===== src/rtl/inst_fetch.sv =====
// Instruction fetch: owns the PC, reads inst_mem, buffers returned words in a small FIFO
// and hands them to decode over valid/ready. Optional counters under INST_FETCH_PERF_EN.
module inst_fetch #(
  parameter int unsigned       ADDR_W     = 10,
  parameter int unsigned       DATA_W     = 32,
  parameter logic [ADDR_W-1:0] RESET_PC   = '0,
  parameter int unsigned       FIFO_DEPTH = 2
) (
  input  logic              clk,
  input  logic              reset_b,
  output logic [ADDR_W-1:0] read_addr,
  input  logic [DATA_W-1:0] read_data,
  input  logic              redirect_valid,
  input  logic [ADDR_W-1:0] redirect_pc,
  output logic              inst_valid,
  input  logic              inst_ready,
  output logic [DATA_W-1:0] inst_data,
  output logic [ADDR_W-1:0] inst_pc
`ifdef INST_FETCH_PERF_EN
  ,
  output logic [15:0]       fetch_count,
  output logic [15:0]       stall_count
`endif
);

  localparam int unsigned PTR_W = (FIFO_DEPTH > 1) ? $clog2(FIFO_DEPTH) : 1;
  localparam int unsigned CNT_W = $clog2(FIFO_DEPTH + 1);
  localparam logic [CNT_W:0] DEPTH_L = (CNT_W + 1)'(FIFO_DEPTH);

  logic [ADDR_W-1:0] pc_q;
  logic [ADDR_W-1:0] req_pc_q;
  logic              req_q;
  logic [CNT_W-1:0]  count_q;
  logic [PTR_W-1:0]  wr_ptr_q;
  logic [PTR_W-1:0]  rd_ptr_q;
  logic [DATA_W-1:0] data_q [FIFO_DEPTH];
  logic [ADDR_W-1:0] pcbuf_q [FIFO_DEPTH];

  logic              pop;
  logic              push;
  logic              issue;
  logic [CNT_W:0]    credit_used;

  assign read_addr  = pc_q;
  assign inst_valid = (count_q != '0);
  assign inst_data  = data_q[rd_ptr_q];
  assign inst_pc    = pcbuf_q[rd_ptr_q];

  // Credits cover buffered words plus the one in flight, so a returning word always has a slot.
  always_comb begin
    pop         = inst_valid & inst_ready & ~redirect_valid;
    push        = req_q & ~redirect_valid;
    credit_used = {1'b0, count_q} + (CNT_W + 1)'(req_q)
                - (CNT_W + 1)'(inst_valid & inst_ready);
    issue       = ~redirect_valid & (credit_used < DEPTH_L);
  end

  always_ff @(posedge clk or negedge reset_b) begin
    if (!reset_b) begin
      pc_q     <= RESET_PC;
      req_q    <= 1'b0;
      req_pc_q <= '0;
      count_q  <= '0;
      wr_ptr_q <= '0;
      rd_ptr_q <= '0;
      for (int unsigned i = 0; i < FIFO_DEPTH; i++) begin
        data_q[i]  <= '0;
        pcbuf_q[i] <= '0;
      end
    end else if (redirect_valid) begin
      pc_q     <= redirect_pc;
      req_q    <= 1'b0;
      count_q  <= '0;
      wr_ptr_q <= '0;
      rd_ptr_q <= '0;
    end else begin
      if (issue) begin
        pc_q     <= pc_q + ADDR_W'(1);
        req_q    <= 1'b1;
        req_pc_q <= pc_q;
      end else begin
        req_q    <= 1'b0;
      end
      if (push) begin
        data_q[wr_ptr_q]  <= read_data;
        pcbuf_q[wr_ptr_q] <= req_pc_q;
        wr_ptr_q          <= wr_ptr_q + PTR_W'(1);
      end
      if (pop) begin
        rd_ptr_q <= rd_ptr_q + PTR_W'(1);
      end
      if (push && !pop) begin
        count_q <= count_q + CNT_W'(1);
      end else if (pop && !push) begin
        count_q <= count_q - CNT_W'(1);
      end
    end
  end

`ifdef INST_FETCH_PERF_EN
  logic [15:0] fetch_q;
  logic [15:0] stall_q;

  assign fetch_count = fetch_q;
  assign stall_count = stall_q;

  always_ff @(posedge clk or negedge reset_b) begin
    if (!reset_b) begin
      fetch_q <= '0;
      stall_q <= '0;
    end else begin
      if (pop && fetch_q != '1) begin
        fetch_q <= fetch_q + 16'd1;
      end
      if (inst_valid && !inst_ready && stall_q != '1) begin
        stall_q <= stall_q + 16'd1;
      end
    end
  end
`endif

endmodule

===== config.mk =====
export PLATFORM = sky130hd
export DESIGN_NAME = inst_fetch
export DESIGN_NICKNAME = d
export VERILOG_FILES = /design/src/rtl/inst_fetch.sv
export SDC_FILE = /design/constraint.sdc
export NUM_CORES = 1
export LEC_CHECK = 0
export CAP_MARGIN = 15
export CORE_UTILIZATION = 45
export CTS_BUF_LIST = sky130_fd_sc_hd__clkbuf_8
export DETAILED_ROUTE_END_ITERATION = 7
export GPL_ROUTABILITY_DRIVEN = 0
export GPL_TIMING_DRIVEN = 0
export PLACE_DENSITY_LB_ADDON = 0.12
export SYNTH_ARGS = -nofsm -noshare
export SYNTH_HDL_FRONTEND = slang
export SYNTH_SLANG_ARGS = --single-unit

===== constraint.sdc =====
create_clock -name clk -period 2.7 [get_ports clk]
set_input_delay 0.81 -clock clk [delete_from_list [all_inputs] [get_ports clk]]
set_output_delay 0.81 -clock clk [all_outputs]
set_load 0.02 [all_outputs]

### Word level (Yosys, flattened, before mapping)

Index checks and enable logic that the tools add are counted.
W data, S select, Z words.

| word-level totals | value |
|---|---|
| register bits after elaboration | 109 |
| input bits | 46 |
| output and inout port bits | 53 |
| logic and storage cells | 64 |

| operators by class | value |
|---|---|
| add/sub/neg operators | 7 |
| magnitude comparators | 4 |
| multiplexer cells | 23 |
| bitwise gates (word level) | 8 |
| reduce and logical (&&, ||, !) cells | 12 |

Operator list:

| operator | number |
|---|---|
| $mux W32 | 4 |
| $bwmux W64 | 1 |
| $mux W10 | 6 |
| $demux W32 S1 | 1 |
| $bwmux W20 | 1 |
| $add A10 B1 Y10 const B | 1 |
| $demux W10 S1 | 1 |
| $reduce_bool A2 Y1 | 4 |
| $mux W1 | 6 |
| $mux W2 | 3 |
| $and A1 B1 Y1 | 5 |
| $ge A2 B2 Y1 const B | 2 |
| $not A1 Y2 | 2 |
| $reduce_and A2 Y1 | 2 |
| $add A2 B1 Y3 | 1 |
| $logic_and A1 B1 Y1 | 3 |
| $lt A3 B2 Y1 const B | 1 |
| $reduce_bool A3 Y1 | 1 |
| $sub A3 B1 Y3 | 1 |
| $add A1 B1 Y1 const B | 2 |
| $add A2 B1 Y2 const B | 1 |
| $logic_not A1 Y1 | 2 |
| $lt A2 B1 Y1 const B | 1 |
| $sub A2 B1 Y2 const B | 1 |
| $not A1 Y1 | 1 |

### Longest topological paths before layout

Gate-level depths: netlist (run 1).

| depth | value |
|---|---|
| word-level depth | 7 |
| gate-level depth with buffers | 9 |
| mapped depth without buffers | 8 |

### Least setup slack after synthesis (run 1)

No wires, ideal clock.

| timing | value |
|---|---|
| path kind | input to register |
| start point | in inst_ready |
| end point | reg req_pc_q[0] |
| setup time | 0.125 ns |
| data arrival time | 2.642 ns |
| required time | 2.575 ns |
| setup slack | -0.068 ns |
| stages on the path | 9 |
| buffers on the path | 1 |
| cell sequence | and3b_2 > or2_2 > nand2_1 > fa_1 > xor2_2 > nand2b_4 > or2_4 > buf_12 > mux2_4 |

| on the way | value |
|---|---|
| word-level cells in the longest chain between the ends | 5 |

Ends and longest elaborated chain:

| element | line | text |
|---|---|---|
| start: declaration | 16 | `input logic inst_ready,` |
| $and A1 B1 Y1 | 54 | `- (CNT_W + 1)'(inst_valid & inst_ready);` |
| $sub A3 B1 Y3 | 54 |  |
| $lt A3 B2 Y1 | 55 | `issue = ~redirect_valid & (credit_used < DEPTH_L);` |
| $and A1 B1 Y1 | 55 |  |
| $reduce_and A2 Y1 (no line) | -- |  |
| end signal: assignment | 80 | `req_pc_q <= pc_q;` |
| end: declaration | 31 | `logic [ADDR_W-1:0] req_pc_q;` |

No other way between the ends.
A chain may end at the register's enable or synchronous reset.

### Worst setup path in the final report (run 1)

| timing | value |
|---|---|
| start point | reg rd_ptr_q |
| end point | out inst_pc[9] |

| on the way | value |
|---|---|
| word-level cells in the longest chain between the ends | 4 |

Ends and longest elaborated chain:

| element | line | text |
|---|---|---|
| start: declaration | 35 | `logic [PTR_W-1:0] rd_ptr_q;` |
| start signal: assignment | 90 | `rd_ptr_q <= rd_ptr_q + PTR_W'(1);` |
| $not A1 Y2 (not written as such) | 47 | `assign inst_pc = pcbuf_q[rd_ptr_q];` |
| $mux W10 (not written as such) (3 in series) | 47 |  |
| end: declaration | 18 | `output logic [ADDR_W-1:0] inst_pc` |

No other way between the ends. The select of a mux whose other input is x is not followed.

==> flow_metrics.py, run 1 <==
metrics = {
    "run_status": {
        "status": "complete, no violations",
    },
    "global_routing": {
        "grt_max_degree": 67,
        "first_global_vias": 3164,
        "antenna_found_initial": 0,
        "track_usage_pct": 18.5,
        "overflow": 0,
        "grt_pass1_wl_um": 15800,
    },
    "synth": {
        "ys_top_cells_by_area": "dfrtp_1 56%, mux2_2 30%, mux2_4 2.8%",
        "synth-seq-area-share_pct": 56.3,
        "synth_fp_nets": 378,
        "synth-simple-area-share_pct": 4.44,
        "yosys_warnings": 0,
        "synth-xor-area-share_pct": 2.50,
        "synth_cell_types": 32,
        "synth_top_area_cell": "dfrtp_1",
        "ys_seq_elements": 109,
        "synthAdderAreaFrac_pct": 0.671,
        "synth_top_family_by_area": "multiplexers",
        "synth-compound-area-share_pct": 1.03,
        "synth.area.mux_share_pct": 33.0,
        "synth_top_area_share_pct": 56.3,
        "netlist_instances": 330,
        "syn_avg_cell_area_um2": 14.7,
        "syn_area_mm2": 0.00485,
    },
    "placement": {
        "dp_hpwl_um": 6540,
        "place_inst": 564,
        "port_buffers": 97,
    },
    "clock_network": {
        "htreeDepth": 3,
        "cts_root_buf": "clkbuf_8",
        "clk_pin_slew_ps": 100,
        "cts_tree": "built",
        "insertion_delay_ps": 370,
        "cts_max_path_buffers": 2,
        "cts_num_sinks": 109,
        "cts_made_buffers": 9,
    },
    "sta": {
        "hold_violations": 0,
        "maxSlewHeadroom_pct": 61.4,
        "finalSetupViolations": 0,
        "post-route-period-util_pct": 96.6,
        "drv_slew": 0,
        "fin_skew_ps": 11.9,
        "whs_ps": 437,
        "period_needed_ps": 2610,
        "fmax_mhz": 383,
        "tightest_slew_ps": 580,
    },
    "routing": {
        "wire_per_inst_um": 16.4,
        "viasPerCell": 5.09,
        "drc": 0,
        "detail-route-antenna-nets": 0,
        "drt_iter0_markers": 122,
        "finalWirelength_um": 9540,
        "via_count": 2966,
        "drt-pass1-iter-count": 4,
    },
    "power_and_ir_drop": {
        "powerDensity_mw_per_mm2": 926,
        "p_leak_nw": 2.74,
        "ir_drop_uv": 369,
    },
    "floorplanning": {
        "num_io_pins": 99,
        "start_util_pct": 46.7,
        "die_w_um": 106,
        "dieArea_mm2": 0.0112,
        "num_rows": 37,
        "coreArea_mm2": 0.0104,
        "die_y_um": 106,
    },
    "setup_path": {
        "cpLargestDelayFamily": "buffers and inverters",
        "cp_slowest_cell": "dfrtp_2",
        "r2r_slack_ps": 120,
        "r2r_start": "count_q[1]",
        "cp_num_buf_inv": 3,
        "cp.arrival_ps": 1800,
        "crit_chain": "buf_4, clkbuf_8, mux2_2, dlygate4sd2_1",
        "cpPeakStageDelay_ps": 450,
        "worst-endpoint-required_ps": 1890,
        "crit_path_start_kind": "register",
        "crit_type": "register to primary output",
        "worst_setup_path_end_kind": "primary output",
        "crit_cells": 4,
        "r2r-end": "req_pc_q[3]",
        "ff2ff_path_depth": 9,
        "cp_max_fo": 10,
    },
    "run": {
        "cap_viol_max_count": 0,
    },
    "final_layout": {
        "finalNetCount": 490,
        "final_common_cell": "mux2_2",
        "drive_gt1_share_pct": 42.7,
        "syn2layout_area_growth_pct": 30.6,
        "stdcell_count": 583,
        "most-common-layout-cells": "129 x mux2_2, 108 x dfrtp_1, 54 x clkdlybuf4s50_1, 41 x dlygate4sd2_1, 13 x clkbuf_8",
        "antenna_cells": 0,
    },
    "hold_path": {
        "hp-class": "primary input to async pin",
    },
}
## what timing repair did
action,4_1_cts,5_1_grt
hold buffers,0,0
buffers inserted,2,2
setup endpoints to repair,57,13
resized for setup,58,7
pin swaps,1,2
## registers in the layout, indices dropped and copies added, names as in the netlist
register / cells
count_q: 2
req_q: 1
rd_ptr_q: 1
read_addr: 10
data_q: 64
wr_ptr_q: 1
req_pc_q: 10
pcbuf_q: 20
## logic make-up (layout without fill, tap and decap cells)
| family | after synthesis | after routing |
|---|---|---|
| AO/OA/AOI/OAI | 10 | 10 |
| XOR/XNOR | 13 | 13 |
| adder cells (fa/ha/maj) | 2 | 2 |
| buffers and inverters | 19 | 136 |
| flip-flops | 109 | 109 |
| multiplexers | 139 | 139 |
| AND/OR/NAND/NOR | 38 | 38 |
## how the worst max path moves through the flow
stage                           from           end  slack, ps
after CTS                 inst_ready   req_pc_q[3]         20
final                       rd_ptr_q    inst_pc[9]         90
after global routing      count_q[1]  read_addr[9]        -10
after detailed placement  inst_ready  read_addr[9]       -790
after floorplan           inst_ready   req_pc_q[0]        -20
after global placement       reset_b   req_pc_q[2]      -3320
## per-stage QoR
step | total power, mW | setup slack, ps | utilization, % | area, um^2 | setup TNS, ps
final | 5.86 | 91.6 | 61.1 | 6330 | 0
after global routing | 6.23 | -11.0 | 61.1 | 6330 | -11.0
after CTS | 5.93 | 22.6 | 60.6 | 6280 | 0
after detailed placement | 4.94 | -792 | 58.2 | 6030 | -20120
after global placement | 4.86 | -3320 | 57.9 | 6010 | -380850
after floorplan | 4.01 | -17.2 | - | 4870 | -155
## routing by layer
| layer | share of wire [%] | up-vias | GRT usage, % |
|---|---|---|---|
| met1 | 48 | 1505 | 24.8 |
| met5 | 0 | - | 0 |
| li1 | - | 1386 | - |
| met2 | 48 | 63 | 29.6 |
| met4 | 1.3 | 0 | 7.34 |
| met3 | 3.5 | 12 | 3.28 |
## power by group
part	switching (mW)	internal [mW]
clock	0.539	0.613
sequential	0.326	2.26
combinational	0.936	1.19
total	1.80	4.06
## synthesized netlist by cell type
| cell type | count |
|---|---|
| nand2b_4 | 1 |
| or2_4 | 1 |
| mux2i_1 | 1 |
| nor3b_2 | 1 |
| o21ai_0 | 9 |
| a21oi_1 | 1 |
| buf_4 | 1 |
| clkbuf_1 | 7 |
| nor3b_1 | 1 |
| nand2b_1 | 1 |
| nor2_1 | 4 |
| mux2_4 | 9 |
| buf_12 | 1 |
| nor3_1 | 3 |
| nor4b_1 | 2 |
| and3b_2 | 1 |
| dfrtp_1 | 109 |
| inv_1 | 1 |
| nor4_1 | 2 |
| nor2b_1 | 1 |
| fa_1 | 1 |
| buf_2 | 9 |
| or2_2 | 2 |
| xnor2_1 | 8 |
| nand2_1 | 13 |
| nand3b_1 | 1 |
| ha_1 | 1 |
| mux2_2 | 129 |
| nand3_1 | 3 |
| xor2_1 | 4 |
| nand4_1 | 1 |
| xor2_2 | 1 |
## area by class of cell
class                      count  area (um^2)
clock buffer                   9          124
sequential                   109         2730
inverter                       1         3.75
clock inverter                 7          115
tap                          136          170
fill                         844         4040
timing repair buffer         102          970
multi-input combinational    202         2080
buffer                        17          135
No activity file was read; power rests on OpenSTA's default activity.
==> run 2: changes to the inputs <==
- CAP_MARGIN: 15 -> default
==> results of run 2 <==
No change in the layout: final DEF, timing and power equal those of run 1.
